<file path="config.mk">
export PLATFORM = sky130hd
export DESIGN_NAME = decode_stage
export DESIGN_NICKNAME = d
export VERILOG_FILES = /design/src/rtl/cpu_isa_pkg.sv /design/src/rtl/decode_skid_buf.sv /design/src/rtl/decode_stage.sv
export SDC_FILE = /design/constraint.sdc
export NUM_CORES = 1
export LEC_CHECK = 0
export CORE_MARGIN = 2
export CORE_UTILIZATION = 40
export CTS_BUF_LIST = sky130_fd_sc_hd__clkbuf_16
export DETAILED_ROUTE_END_ITERATION = 12
export SLEW_MARGIN = 15
export SYNTH_ARGS = -nofsm -noshare
export SYNTH_HDL_FRONTEND = slang
export SYNTH_HIERARCHICAL = 1
export SYNTH_SLANG_ARGS = --single-unit
</file>
<file path="constraint.sdc">
create_clock -name clk -period 7.31 [get_ports clk]
set_clock_uncertainty 0.05 [all_clocks]
set_input_delay 2.193 -clock clk [delete_from_list [all_inputs] [get_ports clk]]
set_output_delay 2.193 -clock clk [all_outputs]
set_load 0.03 [all_outputs]
</file>
<file path="src/rtl/cpu_isa_pkg.sv">
// cpu_isa_pkg
//   Shared ISA definitions for the simple CPU: instruction field widths,
//   opcode values, the decode-stage halt sequencer states and the decoded
//   entry carried from decode to execute.
package cpu_isa_pkg;

    localparam int PFIX_W  = 2;
    localparam int OPC_W   = 6;
    localparam int REG_W   = 4;
    localparam int IMM_W   = 16;
    localparam int DATA_W  = 32;
    localparam int INSTR_W = PFIX_W + OPC_W + 2 * REG_W + IMM_W;

    localparam logic [OPC_W-1:0] NOP     = 6'b000000;
    localparam logic [OPC_W-1:0] ADD     = 6'b000001;
    localparam logic [OPC_W-1:0] SUB     = 6'b000010;
    localparam logic [OPC_W-1:0] LDI     = 6'b000011;
    localparam logic [OPC_W-1:0] LD      = 6'b000100;
    localparam logic [OPC_W-1:0] ST      = 6'b000101;
    localparam logic [OPC_W-1:0] JMP     = 6'b001000;
    localparam logic [OPC_W-1:0] HLT     = 6'b001011;
    localparam logic [OPC_W-1:0] OPC_MAX = HLT;

    typedef enum logic [1:0] {
        ST_RUN      = 2'd0,
        ST_HLT_PEND = 2'd1,
        ST_HALTED   = 2'd2
    } halt_state_t;

    typedef struct packed {
        logic [PFIX_W-1:0] pfix;
        logic [OPC_W-1:0]  opcode;
        logic [REG_W-1:0]  rs;
        logic [REG_W-1:0]  rd;
        logic [IMM_W-1:0]  imm;
        logic [DATA_W-1:0] imm_ext;
        logic              halt;
        logic              illegal;
    } decoded_t;

endpackage

</file>
<file path="src/rtl/decode_skid_buf.sv">
// decode_skid_buf
//   Two-entry valid/ready skid buffer, generic over payload width.
//   Slot 0 is the output register, slot 1 the skid register.
// Ports:
//   clk, rst       clock, asynchronous active-high reset
//   i_flush        synchronous discard of both slots (no transfers that cycle)
//   i_valid/o_ready/i_data   upstream handshake (o_ready = skid empty)
//   o_valid/i_ready/o_data   downstream handshake
//   o_skid_nxt     skid occupancy after the coming edge
module decode_skid_buf #(
    parameter int W = 8
) (
    input  logic         clk,
    input  logic         rst,
    input  logic         i_flush,
    input  logic         i_valid,
    output logic         o_ready,
    input  logic [W-1:0] i_data,
    output logic         o_valid,
    input  logic         i_ready,
    output logic [W-1:0] o_data,
    output logic         o_skid_nxt
);

    logic         r_out_valid;
    logic         r_skid_valid;
    logic [W-1:0] r_out_data;
    logic [W-1:0] r_skid_data;

    logic w_push;
    logic w_pop;
    logic w_out_valid_nxt;
    logic w_skid_valid_nxt;
    logic w_load_out_in;
    logic w_load_out_skid;
    logic w_load_skid;

    always_comb begin
        w_push           = i_valid && !r_skid_valid && !i_flush;
        w_pop            = r_out_valid && i_ready && !i_flush;
        w_out_valid_nxt  = r_out_valid;
        w_skid_valid_nxt = r_skid_valid;
        w_load_out_in    = 1'b0;
        w_load_out_skid  = 1'b0;
        w_load_skid      = 1'b0;
        if (i_flush) begin
            w_out_valid_nxt  = 1'b0;
            w_skid_valid_nxt = 1'b0;
        end else if (w_pop && r_skid_valid) begin
            // Skid full means no push can happen this cycle.
            w_load_out_skid  = 1'b1;
            w_skid_valid_nxt = 1'b0;
        end else if (w_push && (w_pop || !r_out_valid)) begin
            w_load_out_in   = 1'b1;
            w_out_valid_nxt = 1'b1;
        end else if (w_push) begin
            w_load_skid      = 1'b1;
            w_skid_valid_nxt = 1'b1;
        end else if (w_pop) begin
            w_out_valid_nxt = 1'b0;
        end
    end

    always_ff @(posedge clk or posedge rst) begin
        if (rst) begin
            r_out_valid  <= 1'b0;
            r_skid_valid <= 1'b0;
            r_out_data   <= '0;
            r_skid_data  <= '0;
        end else begin
            r_out_valid  <= w_out_valid_nxt;
            r_skid_valid <= w_skid_valid_nxt;
            if (w_load_out_in) begin
                r_out_data <= i_data;
            end else if (w_load_out_skid) begin
                r_out_data <= r_skid_data;
            end
            if (w_load_skid) begin
                r_skid_data <= i_data;
            end
        end
    end

    assign o_ready    = !r_skid_valid;
    assign o_valid    = r_out_valid;
    assign o_data     = r_out_data;
    assign o_skid_nxt = w_skid_valid_nxt;

endmodule

</file>
<file path="src/rtl/decode_stage.sv">
// decode_stage
//   Registered instruction-decode stage: splits each accepted word into
//   prefix/opcode/rs/rd/imm, extends the immediate, flags HLT and illegal
//   opcodes, and hands entries to execute through a 2-entry skid buffer.
//   A halt sequencer stops intake after HLT until resume.
// Ports:
//   clk, rst                       clock, asynchronous active-high reset
//   in_valid/in_ready/instr        instruction input handshake
//   out_valid/out_ready            decoded-entry output handshake
//   pfix, opcode, rs, rd, imm      decoded fields of the head entry
//   imm_ext                        imm sign-extended when pfix[0], else zero-extended
//   out_halt, out_illegal          head entry is HLT / has an illegal opcode
//   halted                         sticky: HLT entry consumed by execute
//   flush, resume                  sequencer control pulses
module decode_stage
    import cpu_isa_pkg::*;
#(
    parameter int INSTR_W = cpu_isa_pkg::INSTR_W,
    parameter int PFIX_W  = cpu_isa_pkg::PFIX_W,
    parameter int OPC_W   = cpu_isa_pkg::OPC_W,
    parameter int REG_W   = cpu_isa_pkg::REG_W,
    parameter int IMM_W   = cpu_isa_pkg::IMM_W,
    parameter int DATA_W  = cpu_isa_pkg::DATA_W,
    parameter logic [OPC_W-1:0] HLT_OPC = cpu_isa_pkg::HLT,
    parameter logic [OPC_W-1:0] OPC_MAX = cpu_isa_pkg::OPC_MAX
) (
    input  logic               clk,
    input  logic               rst,
    input  logic               in_valid,
    output logic               in_ready,
    input  logic [INSTR_W-1:0] instr,
    output logic               out_valid,
    input  logic               out_ready,
    output logic [PFIX_W-1:0]  pfix,
    output logic [OPC_W-1:0]   opcode,
    output logic [REG_W-1:0]   rs,
    output logic [REG_W-1:0]   rd,
    output logic [IMM_W-1:0]   imm,
    output logic [DATA_W-1:0]  imm_ext,
    output logic               out_halt,
    output logic               out_illegal,
    output logic               halted,
    input  logic               flush,
    input  logic               resume
);

    if (INSTR_W != PFIX_W + OPC_W + 2 * REG_W + IMM_W) begin : g_err_instr_w
        $error("decode_stage: INSTR_W must equal PFIX_W+OPC_W+2*REG_W+IMM_W");
    end
    if (DATA_W < IMM_W) begin : g_err_data_w
        $error("decode_stage: DATA_W must be >= IMM_W");
    end
    // The entry type is shared with execute, so field widths are tied to it.
    if (PFIX_W != cpu_isa_pkg::PFIX_W || OPC_W != cpu_isa_pkg::OPC_W ||
        REG_W != cpu_isa_pkg::REG_W || IMM_W != cpu_isa_pkg::IMM_W ||
        DATA_W != cpu_isa_pkg::DATA_W) begin : g_err_pkg_w
        $error("decode_stage: field widths must match cpu_isa_pkg::decoded_t");
    end

    decoded_t    w_dec;
    decoded_t    w_head;
    halt_state_t r_state;
    logic        r_in_ready;
    logic        r_halted;
    logic        w_accept;
    logic        w_pop;
    logic        w_skid_nxt;
    logic        w_buf_ready;
    logic        w_buf_valid;

    always_comb begin
        w_dec         = '0;
        w_dec.pfix    = instr[INSTR_W-1 -: PFIX_W];
        w_dec.opcode  = instr[INSTR_W-PFIX_W-1 -: OPC_W];
        w_dec.rs      = instr[INSTR_W-PFIX_W-OPC_W-1 -: REG_W];
        w_dec.rd      = instr[IMM_W+REG_W-1 -: REG_W];
        w_dec.imm     = instr[IMM_W-1:0];
        w_dec.imm_ext = w_dec.pfix[0] ? DATA_W'(signed'(w_dec.imm)) : DATA_W'(w_dec.imm);
        w_dec.illegal = (w_dec.opcode > OPC_MAX);
        w_dec.halt    = (w_dec.opcode == HLT_OPC) && !w_dec.illegal;
    end

    assign w_accept = in_valid && r_in_ready && w_buf_ready && !flush;
    assign w_pop    = w_buf_valid && out_ready && !flush;

    decode_skid_buf #(
        .W ($bits(decoded_t))
    ) u_skid (
        .clk        (clk),
        .rst        (rst),
        .i_flush    (flush),
        .i_valid    (w_accept),
        .o_ready    (w_buf_ready),
        .i_data     (w_dec),
        .o_valid    (w_buf_valid),
        .i_ready    (out_ready),
        .o_data     (w_head),
        .o_skid_nxt (w_skid_nxt)
    );

    // in_ready is registered from next-cycle skid occupancy and state, so it
    // never depends combinationally on out_ready.
    always_ff @(posedge clk or posedge rst) begin
        if (rst) begin
            r_state    <= ST_RUN;
            r_halted   <= 1'b0;
            r_in_ready <= 1'b0;
        end else if (flush && !(r_state == ST_HALTED && !resume)) begin
            r_state    <= ST_RUN;
            r_halted   <= 1'b0;
            r_in_ready <= 1'b1;
        end else if (flush) begin
            r_in_ready <= 1'b0;
        end else begin
            case (r_state)
                ST_RUN: begin
                    if (w_accept && w_dec.halt) begin
                        r_state    <= ST_HLT_PEND;
                        r_in_ready <= 1'b0;
                    end else begin
                        r_in_ready <= !w_skid_nxt;
                    end
                end
                ST_HLT_PEND: begin
                    r_in_ready <= 1'b0;
                    if (w_pop && w_head.halt) begin
                        r_state  <= ST_HALTED;
                        r_halted <= 1'b1;
                    end
                end
                ST_HALTED: begin
                    if (resume) begin
                        r_state    <= ST_RUN;
                        r_halted   <= 1'b0;
                        r_in_ready <= !w_skid_nxt;
                    end else begin
                        r_in_ready <= 1'b0;
                    end
                end
                default: begin
                    r_state    <= ST_RUN;
                    r_halted   <= 1'b0;
                    r_in_ready <= 1'b0;
                end
            endcase
        end
    end

    assign in_ready    = r_in_ready;
    assign halted      = r_halted;
    assign out_valid   = w_buf_valid;
    assign pfix        = w_head.pfix;
    assign opcode      = w_head.opcode;
    assign rs          = w_head.rs;
    assign rd          = w_head.rd;
    assign imm         = w_head.imm;
    assign imm_ext     = w_head.imm_ext;
    assign out_halt    = w_head.halt;
    assign out_illegal = w_head.illegal;

endmodule

</file>
==> summary.log, run 1 <==
INFO  outcome        outcome=completed
INFO  route          drt_pre_antenna_iters=4
INFO  floorplan      dieHeight=124µm
INFO  global_route   grt_util_all_layers=16.8%
INFO  setup_path     crit_path_max_incr_delay=0.61ns
INFO  logic_synthesis synth.area.top_cells=sky130_fd_sc_hd__dfrtp_1 60%, sky130_fd_sc_hd__a221o_1 12%, sky130_fd_sc_hd__mux2_1 7.9%
INFO  floorplan      boundaryPins=107
INFO  placement      dp.final_hpwl=7330µm
INFO  route          drt_total_wl=12200µm
INFO  sta            grt_setup_unrepaired=false
INFO  clocking       cts_root_buf=sky130_fd_sc_hd__clkbuf_16
INFO  sta            max_slew.worst_pin.slew=1.15ns
INFO  clocking       cts.sink_count=138
INFO  power          ir_drop=0.000130V
INFO  route          dr_wl_met2=5550µm
INFO  cells_and_area final_core_util=52.9%
INFO  placement      routabilityCongestion=0.764
INFO  route          wire_per_inst=17.6µm
INFO  sta            final.min_clock_period=4.51ns
INFO  placement      port-buffer-count=106
INFO  cells_and_area syn_to_final_growth=29.0%
INFO  setup_path     crit_path_end_kind=register
INFO  setup_path     crit_type=in -> reg
INFO  logic_synthesis yosys.cell_types.count=36
INFO  clocking       worst_skew_pair.late_latency=0.41ns
INFO  setup_path     regToRegSetupSlack=4.78ns
INFO  power          leak_pwr=3.41nW
INFO  route          vias=3753
INFO  logic_synthesis synth_top_area_cell=sky130_fd_sc_hd__dfrtp_1
INFO  setup_path     setup.worst_path.start_class=input port
INFO  setup_path     worst_ep_required_time=7.54ns
INFO  logic_synthesis synthDominantCellAreaShare=60.4%
INFO  setup_path     cp_max_fo=66
INFO  global_route   grt_pass1_wl=19600µm
INFO  logic_synthesis syn_area_per_cell=14.2µm²
INFO  sta            setup_tns=0ns
INFO  route          met1_length=5900µm
INFO  hold_path      hold_crit_class=reg -> reg
INFO  sta            timing_max_transition_violations_final=0
INFO  floorplan      die_w=124µm
INFO  sta            hold_violation_count_in_the_final_report=0
INFO  floorplan      fp.coreArea=13900µm²
INFO  cells_and_area nets=542
INFO  setup_path     critical_path.slowest_cell=sky130_fd_sc_hd__nand2_4
INFO  route          route.met3.wl=551µm
INFO  logic_synthesis post_synth_inst_count=403
INFO  clocking       worst_setup_hold_path_clk_slew=0.05ns
INFO  clocking       tritoncts=yes
INFO  clocking       cts-buffers-inserted=17
INFO  cells_and_area n_fill_cell=1194
INFO  global_route   grt-ovfl-total=0
INFO  sta            min_period_over_period=61.7%
INFO  route          topRoutingLayerUsed=met4
INFO  setup_path     worst-endpoint-arrival=4.74ns
INFO  clocking       cts_max_level=4
INFO  cells_and_area drive_gt1_share=11.9%
INFO  setup_path     crit_path_cell_trace=clkdlybuf4s50_1 > nand4b_4 > inv_1 > nor3b_2 > nand2_4 > mux2_1
INFO  sta            maxClockFrequency=222MHz
INFO  route          antenna_violating_nets_post_route=0
INFO  flow_run       cap_viol_max_count=0
INFO  global_route   vias_in_the_first_global_route=3795
INFO  clocking       cts.hold.buffers_added=0
INFO  global_route   grt_max_degree=87
INFO  clocking       cts.path.max_buffers=2
INFO  clocking       cts_repair_resize_count=0
INFO  sta            relSlewSlack=23.4%
INFO  logic_synthesis ys_seq_elements=138
INFO  cells_and_area diodes=0
INFO  clocking       cts.repair_timing.setup_buffer_count=0
INFO  floorplan      start_util=41.1%
INFO  logic_synthesis synthesis.nets=441
INFO  setup_path     cp_top_family=simple AND/OR/NAND/NOR gates
INFO  logic_synthesis sequential_cell_area_fraction_in_the_yosys_report=60.4%
INFO  logic_synthesis synthesis.area=5720µm²
INFO  global_route   antenna_violations_before_repair=0
INFO  setup_path     worst-path-buf-inv=2
INFO  route          route.detailed.vias_per_inst=5.41
INFO  route          drc=0
INFO  power          power_per_cell_area=291nW/µm²
INFO  logic_synthesis synthesis.yosys.warnings=6
INFO  sta            timing.final.setup_violations=0
INFO  floorplan      floorplan.die_area=15300µm²
INFO  floorplan      number_of_rows_created_at_floorplan=43
INFO  route          first_iter_violations=127
cell type report:
cell class / instances / area [µm²] / area share (%)
Clock inverter: 12 / 73.8 / 1.00
Timing Repair Buffer: 110 / 1090 / 14.8
Sequential cell: 138 / 3450 / 46.8
Tap cell: 180 / 225 / 3.05
Multi-Input combinational cell: 232 / 2080 / 28.3
Inverter: 5 / 23.8 / 0.322
Clock buffer: 17 / 425 / 5.77
worst paths after layout:
check | startpoint | endpoint | depth (start not counted)
worst max-delay path | flush | u_skid/r_skid_data[3] | 6
worst max register to register | u_skid/r_skid_valid | u_skid/r_skid_data[3] | 6
worst min-delay path | u_skid/r_skid_data[61] | u_skid/r_skid_data[61] | 1
worst min register to register | u_skid/r_skid_data[61] | u_skid/r_skid_data[61] | 1
max in group asynchronous | rst | u_skid/o_data[63] | 3
min in group asynchronous | rst | in_ready | 2
synth_stat cells, drive strengths merged:
master and number:
nor3 2, clkbuf 4, a21o 1, nor2b 2
and3 1, nand2b 3, inv 5, or2 1
buf 24, a221o 66, and2 67, nand3 1
o21a 1, a21oi 3, dfrtp 138, nor2 2
mux2 66, a211oi 1, nand2 3, and4b 1
o21ai 5, nor3b 2, nor4 2, nand4b 2
registers in the layout, summed over array words and instances (netlist names):
register	cells
in_ready	1
u_skid/r_skid_data	66
r_state	2
u_skid/o_data	66
u_skid/r_skid_valid	1
u_skid/o_valid	1
halted	1
placed cells by master (no fill, tap or decap), types with 2 or more instances in the layout:
cell,synthesis,final
sky130_fd_sc_hd__a21oi_1,2,2
sky130_fd_sc_hd__mux2_2,26,26
sky130_fd_sc_hd__and2_1,37,37
sky130_fd_sc_hd__nand2b_1,3,3
sky130_fd_sc_hd__nor2_1,2,2
sky130_fd_sc_hd__and2_0,30,30
sky130_fd_sc_hd__inv_1,5,10
sky130_fd_sc_hd__nand2_1,3,2
sky130_fd_sc_hd__dfrtp_1,138,138
sky130_fd_sc_hd__buf_4,1,4
sky130_fd_sc_hd__clkdlybuf4s50_1,0,106
sky130_fd_sc_hd__clkinv_2,0,2
sky130_fd_sc_hd__o21ai_0,4,4
sky130_fd_sc_hd__mux2_1,40,40
sky130_fd_sc_hd__clkbuf_16,0,17
sky130_fd_sc_hd__clkinv_1,0,3
sky130_fd_sc_hd__a221o_1,66,66
through the flow:
step	cells	area [µm²]	hold WS [ns]	setup slack, ns	total power [mW]
after floorplan	403	5720	0.406	1.48	1.20
after detailed placement	665	6880	0.423	2.38	1.42
after global placement	665	6880	0.415	2.43	1.42
after global routing	694	7380	0.438	2.67	2.24
final	694	7380	0.428	2.80	2.15
after CTS	694	7380	0.434	2.79	2.17
power breakdown:
part	switching, mW	total (mW)	internal [mW]
Combinational	0.246	0.468	0.222
Sequential	0.0649	0.940	0.875
Clock	0.291	0.739	0.448
Total	0.602	2.15	1.54
logic make-up after synthesis:
logic type / after synthesis / synth area share [%]
flip-flops: 138 / 60.4
multiplexers: 66 / 13.0
AO/OA/AOI/OAI: 77 / 12.7
buffers and inverters: 33 / 3.57
AND/OR/NAND/NOR: 89 / 10.4
routing by layer:
| layer | GRT usage [%] | vias up |
|---|---|---|
| met4 | 6.18 | 0 |
| met2 | 25.5 | 102 |
| li1 | - | 1708 |
| met3 | 4.53 | 19 |
| met1 | 23.1 | 1924 |
| met5 | 0 | - |
Note: power is estimated with default switching activity, not from simulation.
==> run 2: changes to the inputs <==
clock period = 4.47 ns   (was 7.31 ns; I/O delays follow)
==> summary.log, run 2 (synthesis results as in run 1) <==
INFO  outcome        outcome=completed
INFO  placement      place_inst=669 [+0.60%]
INFO  global_route   grt_pass1_wl=19900µm [+1.8%]
INFO  clocking       cts.path.max_buffers=2 [unchanged]
INFO  cells_and_area nets=546 [+0.74%]
INFO  floorplan      boundaryPins=107 [unchanged]
INFO  cells_and_area final_core_util=53.4% [+0.43 points]
INFO  placement      port-buffer-count=106 [unchanged]
INFO  sta            final.min_clock_period=3.25ns
INFO  floorplan      start_util=41.1% [unchanged]
INFO  sta            grt_setup_unrepaired=false
INFO  clocking       cts.hold.buffers_added=0 [unchanged]
INFO  sta            relSlewSlack=62.6% [+39 points]
INFO  floorplan      dieHeight=124µm [unchanged]
INFO  clocking       worst_skew_pair.late_latency=0.41ns [about the same]
INFO  clocking       cts-buffers-inserted=17 [unchanged]
INFO  flow_run       cap_viol_max_count=0 [unchanged]
INFO  cells_and_area syn_to_final_growth=30.0%
INFO  route          antenna_violating_nets_post_route=0 [unchanged]
INFO  clocking       cts_repair_resize_count=0 [unchanged]
INFO  cells_and_area mostFrequentLayoutCell=sky130_fd_sc_hd__dfrtp_1
INFO  route          route.detailed.vias_per_inst=5.28 [-2.3%]
INFO  setup_path     setup.worst_path.start_class=input port
INFO  cells_and_area stdcell_area=7440µm² [+0.81%]
INFO  route          vias=3704 [-1.3%]
INFO  sta            max_slew.worst_pin.slew=0.561ns [-0.588 ns]
INFO  global_route   grt_max_degree=90 [+3.4%]
INFO  placement      routabilityCongestion=0.774 [+1.3%]
INFO  sta            timing.final.setup_violations=0 [unchanged]
INFO  route          wire_per_inst=17.8µm [+1.2%]
INFO  setup_path     worst_ep_required_time=4.71ns [-2.83 ns]
INFO  setup_path     worst-endpoint-arrival=3.49ns [-1.25 ns]
INFO  route          drc=0 [unchanged]
INFO  setup_path     crit_path_end_kind=register
INFO  cells_and_area n_fill_cell=1176 [-1.5%]
INFO  clocking       worst_setup_hold_path_clk_slew=0.05ns [about the same]
INFO  hold_path      hold_crit_class=reg -> reg
INFO  floorplan      number_of_rows_created_at_floorplan=43 [unchanged]
INFO  setup_path     crit_type=in -> reg
INFO  global_route   grt-ovfl-total=0 [unchanged]
INFO  power          ir_drop=0.000258V [+98%]
INFO  global_route   grt_util_all_layers=17.3% [+0.48 points]
INFO  power          post_layout_power=3.48mW [+62%]
INFO  floorplan      die_w=124µm [unchanged]
INFO  sta            setup_tns=0ns [unchanged]
INFO  placement      dp.final_hpwl=7540µm [+2.9%]
INFO  clocking       cts_max_level=4 [unchanged]
INFO  clocking       cts_root_buf=sky130_fd_sc_hd__clkbuf_16
INFO  setup_path     cp_max_fo=53 [-20%]
INFO  floorplan      floorplan.die_area=15300µm² [unchanged]
INFO  placement      worst_setup_timing_slack_at_the_placement_stage=0.816ns [-1.56 ns]
INFO  route          drt_pre_antenna_iters=4 [unchanged]
INFO  cells_and_area layout_common_cells=138 x sky130_fd_sc_hd__dfrtp_1, 106 x sky130_fd_sc_hd__clkdlybuf4s50_1, 66 x sky130_fd_sc_hd__a221o_1
INFO  sta            hold_violation_count_in_the_final_report=0 [unchanged]
INFO  placement      post_dp_cell_area=6940µm² [+0.96%]
INFO  global_route   antenna_violations_before_repair=0 [unchanged]
INFO  power          leak_pwr=3.42nW [+0.27%]
INFO  cells_and_area diodes=0 [unchanged]
INFO  cells_and_area drive_gt1_share=13.2% [+1.4 points]
INFO  route          first_iter_violations=170 [+34%]
INFO  setup_path     regToRegSetupSlack=2.35ns [-2.43 ns]
INFO  clocking       cts.sink_count=138 [unchanged]
INFO  sta            finalHoldWorstSlack=0.429ns [+0.00101 ns]
INFO  sta            timing_max_transition_violations_final=0 [unchanged]
INFO  sta            maxClockFrequency=308MHz
INFO  cells_and_area layout.cells.non_filler=701 [+1.0%]
INFO  sta            min_period_over_period=72.7%
INFO  clocking       tritoncts=yes
INFO  global_route   vias_in_the_first_global_route=3700 [-2.5%]
INFO  sta            postLayoutSetupSlackWorst=1.22ns [-1.58 ns]
INFO  power          power_per_cell_area=468nW/µm² [+61%]
INFO  route          drt_total_wl=12500µm [+2.2%]
INFO  floorplan      fp.coreArea=13900µm² [unchanged]
INFO  clocking       cts.repair_timing.setup_buffer_count=0 [unchanged]
==> run 2: changes by cell type in the layout (fill, tap and decap cells not counted) <==
cell	previous run	this run
sky130_fd_sc_hd__clkinvlp_4	0	2
sky130_fd_sc_hd__inv_1	10	5
sky130_fd_sc_hd__buf_4	4	5
sky130_fd_sc_hd__clkinv_2	2	6
sky130_fd_sc_hd__buf_12	0	3
sky130_fd_sc_hd__bufinv_16	1	0
sky130_fd_sc_hd__inv_6	1	0
sky130_fd_sc_hd__clkinv_1	3	7
==> run 2: layout make-up <==
type | instances | area, µm² | area share (%)
clock inverter | 15 | 67.6 | 0.908
timing repair buffer | 114 | 1160 | 15.6
inverter | 5 | 22.5 | 0.303
sequential | 138 | 3450 | 46.4
clock buffer | 17 | 425 | 5.72
tap | 180 | 225 | 3.03
multi-input combinational | 232 | 2080 | 28.0
==> run 2: path summary, 6_finish.rpt <==
check,from,to,cells past startpoint
min in group asynchronous,rst,halted,2
hold reg to reg,u_skid/r_skid_data[43],u_skid/r_skid_data[43],1
setup reg to reg,u_skid/r_skid_valid,u_skid/o_data[35],7
hold / removal,u_skid/r_skid_data[43],u_skid/r_skid_data[43],1
setup / recovery,flush,u_skid/o_data[35],7
max in group asynchronous,rst,u_skid/o_data[11],3
==> run 2: worst max-delay path: stages <==
cell                              delay, ns
sky130_fd_sc_hd__clkdlybuf4s50_1       0.59
sky130_fd_sc_hd__nand4b_4              0.27
sky130_fd_sc_hd__inv_1                 0.11
sky130_fd_sc_hd__nor3b_2               0.36
sky130_fd_sc_hd__a21oi_4               0.21
sky130_fd_sc_hd__buf_12                0.23
sky130_fd_sc_hd__a221o_1               0.34
==> run 2: metal layers <==
metal | part of all wire [%] | up-vias | GRT usage (%)
met2 | 47 | 98 | 25.8
met4 | 0.66 | 0 | 7.32
met3 | 6.5 | 8 | 5.68
met5 | 0 | - | 0
met1 | 46 | 1892 | 23.1
li1 | - | 1706 | -
==> run 2: power by group <==
| group | total [mW] | internal (mW) | switching [mW] |
|---|---|---|---|
| Sequential | 1.54 | 1.43 | 0.106 |
| Combinational | 0.774 | 0.366 | 0.408 |
| Clock | 1.17 | 0.683 | 0.488 |
